## config.mk

```make
export PLATFORM = sky130hd
export DESIGN_NAME = quad_step_decoder_flat
export DESIGN_NICKNAME = d
export VERILOG_FILES = /design/src/rtl/quad_step_decoder_if.sv /design/src/rtl/quad_step_decoder.sv /design/src/flat_wrapper.sv
export SDC_FILE = /design/constraint.sdc
export NUM_CORES = 1
export LEC_CHECK = 0
export BUFFER_PORTS_ARGS = -buffer_cell sky130_fd_sc_hd__buf_4
export CELL_PAD_IN_SITES_DETAIL_PLACEMENT = 0
export CELL_PAD_IN_SITES_GLOBAL_PLACEMENT = 1
export CORE_MARGIN = 2
export CORE_UTILIZATION = 40
export DETAILED_ROUTE_END_ITERATION = 8
export PLACE_DENSITY = 0.68
export SYNTH_ARGS = -nofsm -noshare
export SYNTH_HDL_FRONTEND = slang
export SYNTH_SLANG_ARGS = --single-unit
```

## constraint.sdc

```tcl
create_clock -name clk -period 1.95 [get_ports clk]
set_clock_uncertainty 0.2 [all_clocks]
set_input_delay 0.0975 -clock clk [delete_from_list [all_inputs] [get_ports clk]]
set_output_delay 0.0975 -clock clk [all_outputs]
set_load 0.01 [all_outputs]
```

## src/rtl/quad_step_decoder_if.sv

```systemverilog
`default_nettype none
// ============================================================================
// Module   : quad_step_decoder_if
// Brief    : Signal bundle between a quadrature source and quad_step_decoder.
// Revision : 1.0
// ============================================================================
interface quad_step_decoder_if;
  logic quad_a;
  logic quad_b;
  logic err_clr;
  logic step;
  logic up_down;
  logic err;
  logic primed;

  modport master (
    output quad_a, quad_b, err_clr,
    input  step, up_down, err, primed
  );

  modport slave (
    input  quad_a, quad_b, err_clr,
    output step, up_down, err, primed
  );
endinterface
`default_nettype wire

```

## src/rtl/quad_step_decoder.sv

```systemverilog
`default_nettype none
// ============================================================================
// Module   : quad_step_decoder
// Brief    : Synchronises, filters and Gray-decodes two quadrature channels
//            into a one-cycle step pulse plus direction, with sticky err.
//            Define QUAD_X1_MODE_EN for one step per full quadrature cycle.
// Revision : 1.0
// ============================================================================
module quad_step_decoder #(
  parameter int SYNC_STAGES = 2,
  parameter int FILT_LEN    = 3
) (
  input  logic               clk,
  input  logic               rst,
  quad_step_decoder_if.slave bus
);

`ifdef QUAD_X1_MODE_EN
  localparam bit c_X1 = 1'b1;
`else
  localparam bit c_X1 = 1'b0;
`endif

  localparam logic [3:0] c_FILT_LAST = 4'(FILT_LEN - 1);

  logic w_raw     [2];
  logic w_filt    [2];
  logic w_settled [2];

  assign w_raw[0] = bus.quad_a;
  assign w_raw[1] = bus.quad_b;

  for (genvar g = 0; g < 2; g++) begin : g_chan
    logic [SYNC_STAGES-1:0] sync_q;
    logic                   filt_q;
    logic                   filt_d;
    logic [3:0]             cnt_q;
    logic [3:0]             cnt_d;
    logic                   w_sync;

    assign w_sync = sync_q[SYNC_STAGES-1];

    always_comb begin
      filt_d = filt_q;
      cnt_d  = 4'd0;
      if (w_sync != filt_q) begin
        if (cnt_q == c_FILT_LAST) begin
          filt_d = w_sync;
        end else begin
          cnt_d = cnt_q + 4'd1;
        end
      end
    end

    always_ff @(posedge clk or posedge rst) begin
      if (rst) begin
        sync_q <= '0;
        filt_q <= 1'b0;
        cnt_q  <= 4'd0;
      end else begin
        sync_q <= {sync_q[SYNC_STAGES-2:0], w_raw[g]};
        filt_q <= filt_d;
        cnt_q  <= cnt_d;
      end
    end

    // Settled also needs the whole synchroniser chain to agree, otherwise a
    // level still in flight after reset could be decoded as a step.
    assign w_filt[g]    = filt_q;
    assign w_settled[g] = (sync_q == {SYNC_STAGES{filt_q}}) && (cnt_q == 4'd0);
  end

  logic [1:0] state_q;
  logic [1:0] state_d;
  logic       step_q;
  logic       step_d;
  logic       up_down_q;
  logic       up_down_d;
  logic       err_q;
  logic       err_d;
  logic       primed_q;
  logic       primed_d;
  logic [3:0] prime_cnt_q;
  logic [3:0] prime_cnt_d;
  logic [3:0] w_trans;

  assign w_trans = {state_q, state_d};

  always_comb begin
    state_d     = {w_filt[0], w_filt[1]};
    step_d      = 1'b0;
    up_down_d   = up_down_q;
    err_d       = err_q;
    primed_d    = primed_q;
    prime_cnt_d = prime_cnt_q;

    if (bus.err_clr) begin
      err_d = 1'b0;
    end

    if (!primed_q) begin
      if (w_settled[0] && w_settled[1]) begin
        if (prime_cnt_q == c_FILT_LAST) begin
          primed_d = 1'b1;
        end else begin
          prime_cnt_d = prime_cnt_q + 4'd1;
        end
      end else begin
        prime_cnt_d = 4'd0;
      end
    end

    if (primed_q && (state_d != state_q)) begin
      case (w_trans)
        4'b0010, 4'b1011, 4'b1101, 4'b0100: begin
          up_down_d = 1'b1;
          step_d    = !c_X1 || (w_trans == 4'b0010);
        end
        4'b0001, 4'b0111, 4'b1110, 4'b1000: begin
          up_down_d = 1'b0;
          step_d    = !c_X1 || (w_trans == 4'b1000);
        end
        default: begin
          err_d = 1'b1;
        end
      endcase
    end
  end

  always_ff @(posedge clk or posedge rst) begin
    if (rst) begin
      state_q     <= 2'b00;
      step_q      <= 1'b0;
      up_down_q   <= 1'b1;
      err_q       <= 1'b0;
      primed_q    <= 1'b0;
      prime_cnt_q <= 4'd0;
    end else begin
      state_q     <= state_d;
      step_q      <= step_d;
      up_down_q   <= up_down_d;
      err_q       <= err_d;
      primed_q    <= primed_d;
      prime_cnt_q <= prime_cnt_d;
    end
  end

  assign bus.step    = step_q;
  assign bus.up_down = up_down_q;
  assign bus.err     = err_q;
  assign bus.primed  = primed_q;

endmodule
`default_nettype wire

```

## src/flat_wrapper.sv

```systemverilog
// flat-port wrapper written by rule: the top's interface ports become plain ports
module quad_step_decoder_flat 
#(
  parameter int SYNC_STAGES = 2,
  parameter int FILT_LEN    = 3
)
  (clk, rst, bus_quad_a, bus_quad_b, bus_err_clr, bus_step, bus_up_down, bus_err, bus_primed);
  quad_step_decoder_if bus_i ();
  input  logic clk;
  input  logic rst;
  input wire logic [$bits(bus_i.quad_a)-1:0] bus_quad_a;
  input wire logic [$bits(bus_i.quad_b)-1:0] bus_quad_b;
  input wire logic [$bits(bus_i.err_clr)-1:0] bus_err_clr;
  output wire logic [$bits(bus_i.step)-1:0] bus_step;
  output wire logic [$bits(bus_i.up_down)-1:0] bus_up_down;
  output wire logic [$bits(bus_i.err)-1:0] bus_err;
  output wire logic [$bits(bus_i.primed)-1:0] bus_primed;
  assign bus_i.quad_a = bus_quad_a;
  assign bus_i.quad_b = bus_quad_b;
  assign bus_i.err_clr = bus_err_clr;
  assign bus_step = bus_i.step;
  assign bus_up_down = bus_i.up_down;
  assign bus_err = bus_i.err;
  assign bus_primed = bus_i.primed;
  quad_step_decoder #(.SYNC_STAGES(SYNC_STAGES), .FILT_LEN(FILT_LEN)) u_core (.clk(clk), .rst(rst), .bus(bus_i));
endmodule
```

Word level (Yosys, flattened, before mapping)
Index checks and enable logic that the tools add are counted.
- logic and storage cells: 62
- bits in registers: 24
- output and inout port bits: 4
- bits of input ports: 5
- equal/unequal tests: 17
- mux-type cells: 15
- reduce and logical (&&, ||, !) cells: 14
- bitwise operators: 1
- $add $sub $neg: 3
- operators with widths (cell ; count):
    4-bit 2-to-1 mux ; 6
    4-bit by 2-bit == test with 1-bit output (second input constant) ; 4
    4-bit == test (second input constant) ; 4
    4-bit by 1-bit adder with 4-bit output (second input constant) ; 3
    4-bit by 3-bit == test with 1-bit output (second input constant) ; 2
    4-bit zero test ; 2
    1-bit 2-to-1 mux ; 8
    2-bit AND reduction ; 4
    4-bit OR reduction ; 2
    8-bit OR reduction ; 1
    2-bit == test ; 2
    4-bit by 1-bit == test with 1-bit output (second input constant) ; 1
    1-bit logical AND ; 4
    1-bit inequality test ; 2
    2-bit inequality test ; 1
    2-bit inequality test (second input constant) ; 1
    1-bit one-hot mux with 2 select lines ; 1
    2-bit nonzero test ; 1
    1-bit NOT ; 1

Logic depth before layout (Yosys ltp)
- depth in word-level cells: 5
- mapped depth: 6
- depth with buffers taken out: 6

Worst setup path after synthesis
No wires, ideal clock.
- kind: reg2reg
- from: register u_core.g_chan[1].filt_q
- to: register u_core.prime_cnt_q[1]
- period minus slack after synthesis: 1.593 ns
- buffers on the path: 1
- data arrival time: 1.273 ns
- setup time: 0.120 ns
- cell stages (with the launch flop): 6
- data required time: 1.630 ns
- slack: 0.357 ns
- path through: dfrtp_1 > buf_6 > and3_4 > o2111a_2 > a31o_4 > o2bb2ai_2
- longest elaborated chain between the ends: 5
- elaborated cells on any way between the ends: 6
- classes of those cells: eq/ne (2); mux (1); reduce/logical (3)
- RTL lines (element ; line ; source):
    from (decl) ; quad_step_decoder.sv:35 ; logic filt_q;
    from (signal assigned) ; quad_step_decoder.sv:62 ; filt_q <= filt_d;
    2-bit == test * ; quad_step_decoder.sv:70 ; assign w_settled[g] = (sync_q == {SYNC_STAGES{filt_q}}) && (cnt_q == 4'd0);
    1-bit logical AND * ; quad_step_decoder.sv:70 ;
    1-bit logical AND * ; quad_step_decoder.sv:102 ; if (w_settled[0] && w_settled[1]) begin
    2-bit inequality test (no line) ; - ;
    2-bit AND reduction (no line) ; - ;
    to (signal assigned) ; quad_step_decoder.sv:144 ; prime_cnt_q <= prime_cnt_d;
    to (decl) ; quad_step_decoder.sv:83 ; logic [3:0] prime_cnt_q;
Every way passes the cells marked *; elsewhere a longest branch is shown, timed or not.
A chain may end at the register's enable or synchronous reset.

Worst setup path in the final report
- from: register u_core.g_chan[1].filt_q
- to: register u_core.prime_cnt_q[0]
The elaborated chain is that of the path after synthesis.

==> flow_summary.toml <==
[sta]
tightest_slew_ps = 402
setup_tns_ps = 0
maxSlewViolCount = 0
max_slew_margin_pct = 73.2
hold_viol_final = 0
max_clock_freq_mhz = 597
setup_viol = 0
min_period_ps = 1670
rsz0062_at_grt = "no"
post-route-period-util_pct = 85.9

[detailed_routing]
routedWlPerCell_um = 11.5
viasPerCell = 5.03
postRouteAntennaNets = 0
vias = 720
wl_mm = 1.64
drtPass1Iterations = 4
drtIter0Drc = 4
drc = 0

[setup_path]
setup.worst_path.class = "flop to flop"
critPathRequiredTime_ps = 1940
cp_cell_sequence = "and3_4 > o2111a_2 > a311oi_1 > a21oi_1"
r2r-end = "u_core.prime_cnt_q[0]"
cp_num_buf_inv = 0
critPathLaunch = "u_core.g_chan[1].filt_q"
crit_cells = 4
r2r_setup_slack_ps = 280
crit_family = "compound AO/OA/AOI/OAI gates"
slowest_delay_ps = 500
crit_arrival_ps = 1670
reg2reg_depth = 4
path_max_fanout = 7
worst_setup_path_end_kind = "flop"
r2r_start = "u_core.g_chan[1].filt_q"
crit_path_start_kind = "flop"
worstSetupEndpoint = "u_core.prime_cnt_q[0]"
worst_path_max_delay_cell = "dfrtp_1"

[outcome]
status = "finished, final reports clean"

[die]
die_area_um2 = 3200
rows = 19
start_util_pct = 41.1
die_x_um = 56.5
coreArea_um2 = 2690
die_h_um = 56.5
ioPinCount = 9

[yosys]
synth_warnings = 0
synth_compound_area_share_pct = 10.1
syn_nets = 105
syn-mean-instance-area_um2 = 11.3
synthCells = 98
synth_fa_ha_area_share_pct = 2.27
synth.top_cells.by_count = "23 x dfrtp_1, 13 x nor2_1, 7 x nand3_1, 7 x xor2_1"
yosys.area.top_type = "dfrtp_1"
yosys.area_share.simple_pct = 16.7
yosys-top-cells-area = "dfrtp_1 52%, xor2_1 5.6%, nor2_1 4.4%, nand3_1 3.2%, xnor2_1 3.2%"
async_flop_share_pct = 100
synth-seq-cells = 24
synth-edff-count = 0
ys.flop_type = "dfrtp_1"
yosysSeqAreaShare_pct = 54.5
synth_xor_area_share_pct = 8.73
muxShareOfSynthArea_pct = 3.85
synth_top_area_share_pct = 52.2
synth_top_family_by_area = "simple AND/OR/NAND/NOR gates"
ys_types = 32
yosysMostFrequentCell = "dfrtp_1"
synth_area_um2 = 1100

[clocking]
postCtsHoldBufs = 4
post_cts_buffers = 0
cts_buffer_depth = 2
cts_tree = "yes"
path_clk_slew_ps = 120
htree_levels = 1
cts-root-buf = "clkbuf_4"
cts_sinks = 24
cts_made_buffers = 3
clk_latency_ps = 300
postCtsResizedCells = 0

[placed_design]
dp_cells = 135
dp_hpwl_mm = 1.23
portBuffers = 8
place_congestion = 0.636

[global_route]
met2_usage_pct = 18.3
antenna_found_initial = 0
grt_pass1_vias = 669
grt_pass1_wl_mm = 2.96
grtUsageMet3_pct = 2.07
busiest_layer = "met2"
grtUsageTotal_pct = 11.9
met1_usage_pct = 16.0
grt_max_degree = 15
gr-total-overflow = 0

[power]
p_leak_nw = 0.567
ir_worst_vdd_v = 0.000555
p_total_w = 0.00140
power_density_nw_per_um2 = 1120

[job]
drv_cap = 0

[cells_and_area]
fin_cells = 143
syn_to_final_growth_pct = 14.1
utilization_pct = 46.9
diodes = 0
drive_above_1_share_pct = 18.8
nets = 120

[min_path]
hp-class = "primary input to async pin"
layout by cell type, fill, tap and decap left out, drive strengths merged, types with 2 or more instances in the layout:
cell type | synthesis | final
xnor2 | 4 | 4
nor2 | 13 | 13
nand2 | 4 | 4
a211oi | 2 | 2
and2 | 3 | 3
a21oi | 2 | 2
xor2 | 7 | 7
o21ai | 3 | 3
dfrtp | 23 | 23
clkbuf | 0 | 4
ha | 2 | 2
nand3 | 7 | 7
mux2i | 2 | 2
mux2 | 2 | 2
inv | 4 | 4
dlygate4sd3 | 0 | 4
nor3 | 4 | 4
buf | 3 | 9
per-stage QoR:
| stage | area, um^2 | hold slack (ps) | setup WS [ps] |
|---|---|---|---|
| floorplan | 1100 | -88.6 | 357 |
| global placement | 1180 | -86.0 | 303 |
| detailed placement | 1180 | -85.7 | 299 |
| CTS | 1260 | 122 | 271 |
| global route | 1260 | 141 | 141 |
| finish | 1260 | 121 | 276 |
per-layer routing:
layer | vias up | share of wire [%]
met5 | - | 0
met4 | 0 | 1.0
met3 | 2 | 2.8
met2 | 7 | 45
met1 | 346 | 51
li1 | 365 | -
area by class of cell:
cell class | instances | area, um^2
clock buffers | 4 | 36.3
well taps | 31 | 38.8
repair buffers | 13 | 108
multi-input cells | 67 | 459
inverters | 4 | 15.0
fillers | 259 | 1430
flip-flops and latches | 24 | 602
cells by family (layout without fill, tap and decap cells):
kind of cell / count (synthesis) / after routing
buf+inv: 7 / 21
compound gates: 13 / 13
fa+ha+maj: 2 / 2
simple gates: 37 / 37
mux: 4 / 4
flops: 24 / 24
xor+xnor: 11 / 11
power by group:
| part | internal, W | switching, W | total, W | leakage [nW] |
|---|---|---|---|---|
| Sequential | 0.000603 | 0.000148 | 0.000750 | 0.310 |
| Combinational | 0.000207 | 0.000196 | 0.000403 | 0.236 |
| Clock | 0.000114 | 0.000136 | 0.000250 | 0.0210 |
| Total | 0.000924 | 0.000480 | 0.00140 | 0.567 |
flip-flops by register name, indices dropped and copies added (netlist names):
signal                cells
u_core.bus.err            1
u_core.bus.primed         1
u_core.bus.step           1
u_core.bus.up_down        1
u_core.g_chan.cnt_q       8
u_core.g_chan.filt_q      2
u_core.g_chan.sync_q      4
u_core.prime_cnt_q        4
u_core.state_q            2
worst min-delay path by stage:
stage	from	slack, ps	to
final	rst	120	u_core.bus.primed
after global routing	rst	140	u_core.prime_cnt_q[1]
after CTS	rst	120	u_core.bus.step
after detailed placement	rst	-90	u_core.bus.primed
after global placement	rst	-90	u_core.bus.step
after floorplan	rst	-90	u_core.bus.err
worst min-delay path, cell delays in order:
cell,delay [ps]
dlygate4sd3_1,530
buf_4,130
inv_1,300
No activity file was read; power rests on OpenSTA's default activity.
